File: src/rtl/irq_conditioner_pkg.sv
// ---------------------------------------------------------------------------
// bwzz_irq_pkg
//   Shared definitions for the BWZZ interrupt conditioner: dispatch FSM
//   state encoding and the fixed widths of the dispatch timer and the
//   source-id output.
// ---------------------------------------------------------------------------
package bwzz_irq_pkg;

    // Dispatch FSM: IDLE waits for an enabled pending source, ASSERT drives
    // the interrupt pulse, HOLDOFF keeps the core quiet while it finishes
    // its injection sequence.
    typedef enum logic [1:0] {
        IDLE    = 2'd0,
        ASSERT  = 2'd1,
        HOLDOFF = 2'd2
    } irq_state_t;

    // Shared down-counter used for both pulse length and hold-off window.
    localparam int CNT_BITS = 8;

    // irqId is always presented at this width, zero-extended.
    localparam int ID_W = 3;

endpackage

File: src/rtl/irq_conditioner_sync.sv
// ---------------------------------------------------------------------------
// irq_sync_edge
//   Per-source synchroniser plus rising-edge detector. An asynchronous level
//   request passes through SYNC_STAGES flops; one more history flop remembers
//   the previous synchronised value so a held level yields a single edge.
//
// Ports
//   clk    : rising-edge clock
//   reset  : synchronous active-high reset, clears the whole chain
//   raw    : asynchronous level request
//   rise   : one-cycle pulse when the synchronised request goes 0 -> 1
// ---------------------------------------------------------------------------
module irq_sync_edge #(
    parameter int SYNC_STAGES = 2
) (
    input  logic clk,
    input  logic reset,
    input  logic raw,
    output logic rise
);

    logic [SYNC_STAGES-1:0] sync_q;
    logic                   hist_q;

    always_ff @(posedge clk) begin
        if (reset) begin
            sync_q <= '0;
            hist_q <= 1'b0;
        end else begin
            sync_q <= {sync_q[SYNC_STAGES-2:0], raw};
            hist_q <= sync_q[SYNC_STAGES-1];
        end
    end

    assign rise = sync_q[SYNC_STAGES-1] & ~hist_q;

endmodule

File: src/rtl/irq_conditioner.sv
// ---------------------------------------------------------------------------
// irq_conditioner
//   Conditions NUM_SRC external interrupt requests into the single-bit
//   interrupt input of the BWZZ core. Each request is synchronised and
//   edge-detected, latched as pending, and dispatched one at a time by fixed
//   priority (lowest index wins) as a PULSE_LEN-cycle pulse followed by a
//   HOLDOFF_CYCLES-cycle quiet window.
//
// Ports
//   clk          : rising-edge clock shared with the core
//   reset        : synchronous active-high reset
//   irqRaw       : asynchronous level requests, active-high
//   irqMask      : 1 = source may be dispatched (pending latches regardless)
//   clearPending : one-cycle strobes dropping pending bits
//   interrupt    : registered pulse to the core
//   irqId        : index of the last dispatched source, held until the next
//   pending      : registered pending vector
//   busy         : registered, high while in ASSERT or HOLDOFF
//   droppedCount : saturating count of cycles with an edge lost to an
//                  already-pending source
// ---------------------------------------------------------------------------
module irq_conditioner
    import bwzz_irq_pkg::*;
#(
    parameter int NUM_SRC        = 4,
    parameter int SYNC_STAGES    = 2,
    parameter int PULSE_LEN      = 1,
    parameter int HOLDOFF_CYCLES = 8,
    parameter int CNT_W          = 8
) (
    input  logic               clk,
    input  logic               reset,
    input  logic [NUM_SRC-1:0] irqRaw,
    input  logic [NUM_SRC-1:0] irqMask,
    input  logic [NUM_SRC-1:0] clearPending,
    output logic               interrupt,
    output logic [ID_W-1:0]    irqId,
    output logic [NUM_SRC-1:0] pending,
    output logic               busy,
    output logic [CNT_W-1:0]   droppedCount
);

    // Timer reload values. The counter counts down to zero inclusive, so a
    // window of L cycles loads L-1.
    localparam logic [CNT_BITS-1:0] PULSE_LOAD = CNT_BITS'(PULSE_LEN - 1);
    localparam logic [CNT_BITS-1:0] HOLD_LOAD  =
        CNT_BITS'((HOLDOFF_CYCLES == 0) ? 0 : HOLDOFF_CYCLES - 1);

    // ------------------------------------------------------------------
    // Per-source synchroniser and edge detector
    // ------------------------------------------------------------------
    logic [NUM_SRC-1:0] rise;

    for (genvar i = 0; i < NUM_SRC; i++) begin : g_src
        irq_sync_edge #(
            .SYNC_STAGES(SYNC_STAGES)
        ) u_sync (
            .clk   (clk),
            .reset (reset),
            .raw   (irqRaw[i]),
            .rise  (rise[i])
        );
    end

    // ------------------------------------------------------------------
    // Fixed-priority select: lowest enabled pending index
    // ------------------------------------------------------------------
    logic [NUM_SRC-1:0] req;
    logic               any_req;
    logic [ID_W-1:0]    sel_idx;

    assign req     = pending & irqMask;
    assign any_req = |req;

    always_comb begin
        sel_idx = '0;
        // Scan high to low so the lowest set index is the last one written.
        for (int i = NUM_SRC - 1; i >= 0; i--) begin
            if (req[i]) sel_idx = ID_W'(i);
        end
    end

    // ------------------------------------------------------------------
    // Dispatch FSM
    // ------------------------------------------------------------------
    irq_state_t          state_q, state_d;
    logic [CNT_BITS-1:0] cnt_q, cnt_d;
    logic                interrupt_d;
    logic [ID_W-1:0]     irq_id_d;
    logic                dispatch;

    always_comb begin
        state_d     = state_q;
        cnt_d       = cnt_q;
        interrupt_d = interrupt;
        irq_id_d    = irqId;
        dispatch    = 1'b0;

        case (state_q)
            IDLE: begin
                if (any_req) begin
                    dispatch    = 1'b1;
                    interrupt_d = 1'b1;
                    irq_id_d    = sel_idx;
                    cnt_d       = PULSE_LOAD;
                    state_d     = ASSERT;
                end
            end

            ASSERT: begin
                if (cnt_q == '0) begin
                    interrupt_d = 1'b0;
                    if (HOLDOFF_CYCLES == 0) begin
                        state_d = IDLE;
                    end else begin
                        cnt_d   = HOLD_LOAD;
                        state_d = HOLDOFF;
                    end
                end else begin
                    cnt_d = cnt_q - 1'b1;
                end
            end

            HOLDOFF: begin
                // Entering IDLE never dispatches on the same edge; the next
                // request is evaluated from IDLE one cycle later.
                if (cnt_q == '0) begin
                    state_d = IDLE;
                end else begin
                    cnt_d = cnt_q - 1'b1;
                end
            end

            default: begin
                interrupt_d = 1'b0;
                state_d     = IDLE;
            end
        endcase
    end

    // ------------------------------------------------------------------
    // Pending update: edge > clearPending > dispatch-clear > hold
    // ------------------------------------------------------------------
    logic [NUM_SRC-1:0] pending_d;

    always_comb begin
        pending_d = pending;
        for (int i = 0; i < NUM_SRC; i++) begin
            if (rise[i]) begin
                pending_d[i] = 1'b1;
            end else if (clearPending[i]) begin
                pending_d[i] = 1'b0;
            end else if (dispatch && (sel_idx == ID_W'(i))) begin
                pending_d[i] = 1'b0;
            end
        end
    end

    // ------------------------------------------------------------------
    // Dropped-edge counter: one increment per cycle however many sources
    // collide, saturating at all-ones.
    // ------------------------------------------------------------------
    logic             drop_hit;
    logic [CNT_W-1:0] dropped_d;

    assign drop_hit = |(rise & pending);

    always_comb begin
        dropped_d = droppedCount;
        if (drop_hit && (droppedCount != {CNT_W{1'b1}})) begin
            dropped_d = droppedCount + 1'b1;
        end
    end

    // ------------------------------------------------------------------
    // State and output registers
    // ------------------------------------------------------------------
    always_ff @(posedge clk) begin
        if (reset) begin
            state_q      <= IDLE;
            cnt_q        <= '0;
            interrupt    <= 1'b0;
            irqId        <= '0;
            pending      <= '0;
            busy         <= 1'b0;
            droppedCount <= '0;
        end else begin
            state_q      <= state_d;
            cnt_q        <= cnt_d;
            interrupt    <= interrupt_d;
            irqId        <= irq_id_d;
            pending      <= pending_d;
            busy         <= (state_d != IDLE);
            droppedCount <= dropped_d;
        end
    end

endmodule

File: config.mk
export PLATFORM = sky130hd
export DESIGN_NAME = irq_conditioner
export DESIGN_NICKNAME = d
export VERILOG_FILES = /design/src/rtl/irq_conditioner_pkg.sv /design/src/rtl/irq_conditioner_sync.sv /design/src/rtl/irq_conditioner.sv
export SDC_FILE = /design/constraint.sdc
export NUM_CORES = 1
export LEC_CHECK = 0
export BUFFER_PORTS_ARGS = -buffer_cell sky130_fd_sc_hd__buf_2
export CAP_MARGIN = 20
export CORE_AREA = 2 2 81 83
export DETAILED_ROUTE_END_ITERATION = 10
export DIE_AREA = 0 0 83 85
export HOLD_SLACK_MARGIN = 0.03
export PLACE_DENSITY_LB_ADDON = 0.12
export SYNTH_ARGS = -nofsm -noshare
export SYNTH_HDL_FRONTEND = slang
export SYNTH_HIERARCHICAL = 1
export SYNTH_SLANG_ARGS = --single-unit
File: constraint.sdc
create_clock -name clk -period 2.1 [get_ports clk]
set_clock_uncertainty 0.15 [all_clocks]
set_input_delay 0.105 -clock clk [delete_from_list [all_inputs] [get_ports clk]]
set_output_delay 0.105 -clock clk [all_outputs]
set_load 0.05 [all_outputs]
==> metrics.md <==
| Metric | Value |
|---|---|
| Outcome | finished clean |
| FFs w/ async S/R, synth | 0% |
| First-pass GRT wire length | 7100 microns |
| Largest net degree at the start of global routing | 22 |
| Max-Cap Viols | 0 |
| Die area | 7060 sq um |
| Effective utilization at floorplan | between 20 and 30% |
| CTS root buffer | clkbuf_8 |
| CP arrival | 2.08 ns |
| Clk_lat worst skew | ~0.29 ns |
| IO Pins | 31 |
| Initial antenna violation count | 0 |
| Drt drc | 0 |
| Power per cell area | between 700 and 800 nW/um^2 |
| Slack of the critical path | about 0.094 ns |
| Synth Flop Type | dfxtp_1 |
| Clock Path Buffers | 2 |
| Met1 usage | 15.5% |
| Placed cell area | approximately 2100 sq um |
| Number of fill cells | 623 |
| Vias/cell | roughly 5.0 |
| Max FO, Critical Path | 12 |
| Register area share after synthesis | a little over two fifths |
| Detailed Place HPWL | ~2900 microns |
| Drt total wl | ~4200 microns |
| Routing layer with the top usage in global route | met2 |
| CTS tree | yes |
| Vias in the first global route | around 1.6k |
| Worst path top cell family by delay | compound AO/OA/AOI/OAI gates |
| Slowest cell on the critical path | a2111o_1 |
| Vias | ~1.6k |
| Most area-hungry cell type in the Yosys netlist | dfxtp_1 |
| Final min period | approximately 2 ns |
| Pre-CTS setup slack | roughly 0.12 ns |
| Mapped Cells | 204 |
| DIE WIDTH | 83 microns |
| CP max stage delay | approximately 0.4 ns |
| Synth unique cells | approximately 50 |
| Post-CTS Setup Repair Bufs | 0 |
| Period utilisation layout | a little over nine tenths |
| Chip height | approximately 85 microns |
| Finished Cell Area | approximately 2300 sq um |
| Synth Register Bits | 38 |
| Clock slew at reported path FFs | roughly 0.08 ns |
| Setup_tns | 0 ns |
| Met2 Use GR | between 20 and 25% |
| Number of synthesized flops with an enable pin | 0 |
| ANT cells | 0 |
| Crit-path cells | inv_1 -> ha_1 -> nor3b_1 -> buf_4 -> a31o_2 -> a2111o_1 -> a21oi_2 |
| CP Class | register to register |
| Pre-antenna DRT Iters | 4 |
| ANT nets after route | 0 |
| Top-area cell type share of the netlist area | 41.7% |
| Htree depth | 2 |
| Net count after synthesis | approximately 220 |
| Peak supply drop | around 0.35 mV |
| Leak Pwr | ~0.91 nW |
| Port bufs | 29 |
| Clock Sinks | 38 |
| CTS buffer count | 5 |
| Synthesized area | ~1800 sq um |
| Core box area | roughly 6200 sq um |
| Crit path buf inv count | 2 |
| Worst Path Required | approximately 2.2 ns |
| Avg WL per Cell | approximately 13 microns |
| Max Clock Freq | 498 MHz |
| Mean Syn Cell Area | just under 9 sq um |
| M3 GR Usage | between 3 and 4% |
| Setup-failing EPs final | 0 |
| Nets | 270 |
| GRT Resource Usage Total | between 10% and 20% |
| Startpoint class of the critical path | register |
| Fin. Hold Viols | 0 |
| Layout area overhead | 28.1% |
| DR iter-0 viols | 46 |
| Hold Path Class | primary input to register |
| Global placer's final weighted congestion | 0.713 |
| Grt total ovfl | 0 |
| RSZ-0062 raised after global routing | false |
| Max-slew violations | 0 |
| Largest cells by area after synthesis | dfxtp_1 (42%), a21oi_1 (5.2%), ha_1 (4.1%) |
| Crit end category | register |
| Layout cells sized above 1 | roughly a quarter |
| Site Rows | 29 |
| Synth Warn # | 6 |
[path summary, 6_finish.rpt]
check	from	endpoint	slack (ns)	cells after the start
worst min-delay path	reset	g_src[3].u_sync/sync_q[1]$_SDFF_PP0_	0.05	2
worst min register to register	g_src[3].u_sync/sync_q[0]$_SDFF_PP0_	g_src[3].u_sync/sync_q[1]$_SDFF_PP0_	0.29	1
worst max register to register	cnt_q[1]$_SDFFE_PP0P_	cnt_q[1]$_SDFFE_PP0P_	0.09	7
worst max-delay path	cnt_q[1]$_SDFFE_PP0P_	cnt_q[1]$_SDFFE_PP0P_	0.09	7
[kinds of logic after synthesis]
logic type	count (synthesis)	share of synthesized area (%)
buffers and inverters	25	6.18
other	1	0.206
and+or+nand+nor	71	23.5
AOI/OAI and AO/OA	63	24.3
adders and majority gates	6	4.12
DFF	38	41.7
[power breakdown]
part | switching (mW) | internal [mW]
Sequential | 0.0128 | 0.743
Combinational | 0.146 | 0.0890
Clock | 0.269 | 0.476
Total | 0.428 | 1.31
[Yosys cell counts (all sizes together), types with 2 or more instances]
| library cell | count |
|---|---|
| dfxtp | 38 |
| a21oi | 20 |
| nor2b | 16 |
| inv | 15 |
| nand2 | 10 |
| nor2 | 10 |
| nand3 | 8 |
| o31ai | 7 |
| clkbuf | 6 |
| ha | 6 |
| nand4 | 6 |
| o21ai | 6 |
| or4 | 6 |
| a31oi | 5 |
| buf | 4 |
| o41ai | 4 |
| or3 | 3 |
| a2111o | 2 |
| a211oi | 2 |
| a22o | 2 |
| a31o | 2 |
| and2 | 2 |
| nor3b | 2 |
| nor4 | 2 |
| o311ai | 2 |
| or2 | 2 |
[metrics by stage]
stage               hold slack [ns]  utilization, %  power [mW]  instances
CTS                          0.0440            37.4        1.76        328
finish                       0.0494            37.6        1.74        328
floorplan                    0.0266               -       0.935        204
global route                 0.0439            37.6        1.82        328
detailed placement            0.168            33.6       0.992        310
global placement              0.164            33.6       0.993        310
[area by class of cell]
cell class / count / area, sq um / share of cell area (%)
Timing Repair Buffer: 49 / 320 / 13.7
Clock buffer: 5 / 68.8 / 2.95
Sequential cell: 38 / 761 / 32.6
Multi-Input combinational cell: 141 / 965 / 41.3
Tap cell: 77 / 96.3 / 4.12
Clock inverter: 3 / 68.8 / 2.95
Inverter: 15 / 56.3 / 2.41
[sequential cells by signal, indices dropped and copies added (netlist names)]
register             flops
cnt_q                    8
droppedCount             8
g_src.u_sync/sync_q      8
g_src.u_sync/hist_q      4
pending                  4
irqId                    2
state_q                  2
busy                     1
interrupt                1
[worst reg2reg max path: cells and delay by family (launching register included)]
family / cells / cell delay (ns)
and+or+nand+nor: 1 / 0.14
adders and majority gates: 1 / 0.19
buffers and inverters: 2 / 0.23
DFF: 1 / 0.37
AOI/OAI and AO/OA: 3 / 0.87
[timing repair]
action / CTS / global route
setup endpoints to repair: 0 / 3
resized for setup: 0 / 4
hold endpoints to repair: 8 / 0
hold buffers: 10 / 0
[placed cells by master, fill, tap and decap left out, drive strengths merged, types with 2 or more instances in the layout]
| cell | count |
|---|---|
| nand3 | 8 |
| or3 | 3 |
| a31o | 2 |
| nor4 | 2 |
| o41ai | 4 |
| dfxtp | 38 |
| nand2 | 10 |
| nand4 | 6 |
| or2 | 2 |
| a2111o | 2 |
| a211oi | 2 |
| bufinv | 2 |
| o311ai | 2 |
| nor2b | 16 |
| o31ai | 7 |
| or4 | 6 |
| clkbuf | 5 |
| o21ai | 6 |
| dlygate4sd3 | 10 |
| and2 | 2 |
| a31oi | 5 |
| a21oi | 20 |
| buf | 39 |
| inv | 15 |
| nor3b | 2 |
| a22o | 2 |
| nor2 | 10 |
| ha | 6 |
[per-layer routing]
layer | share of wire (%) | up-vias
met2 | 45 | 20
met3 | 2.6 | 2
met5 | 0 | -
li1 | - | 846
met1 | 51 | 759
met4 | 0.70 | 0
(Power assumes the default switching activity.)
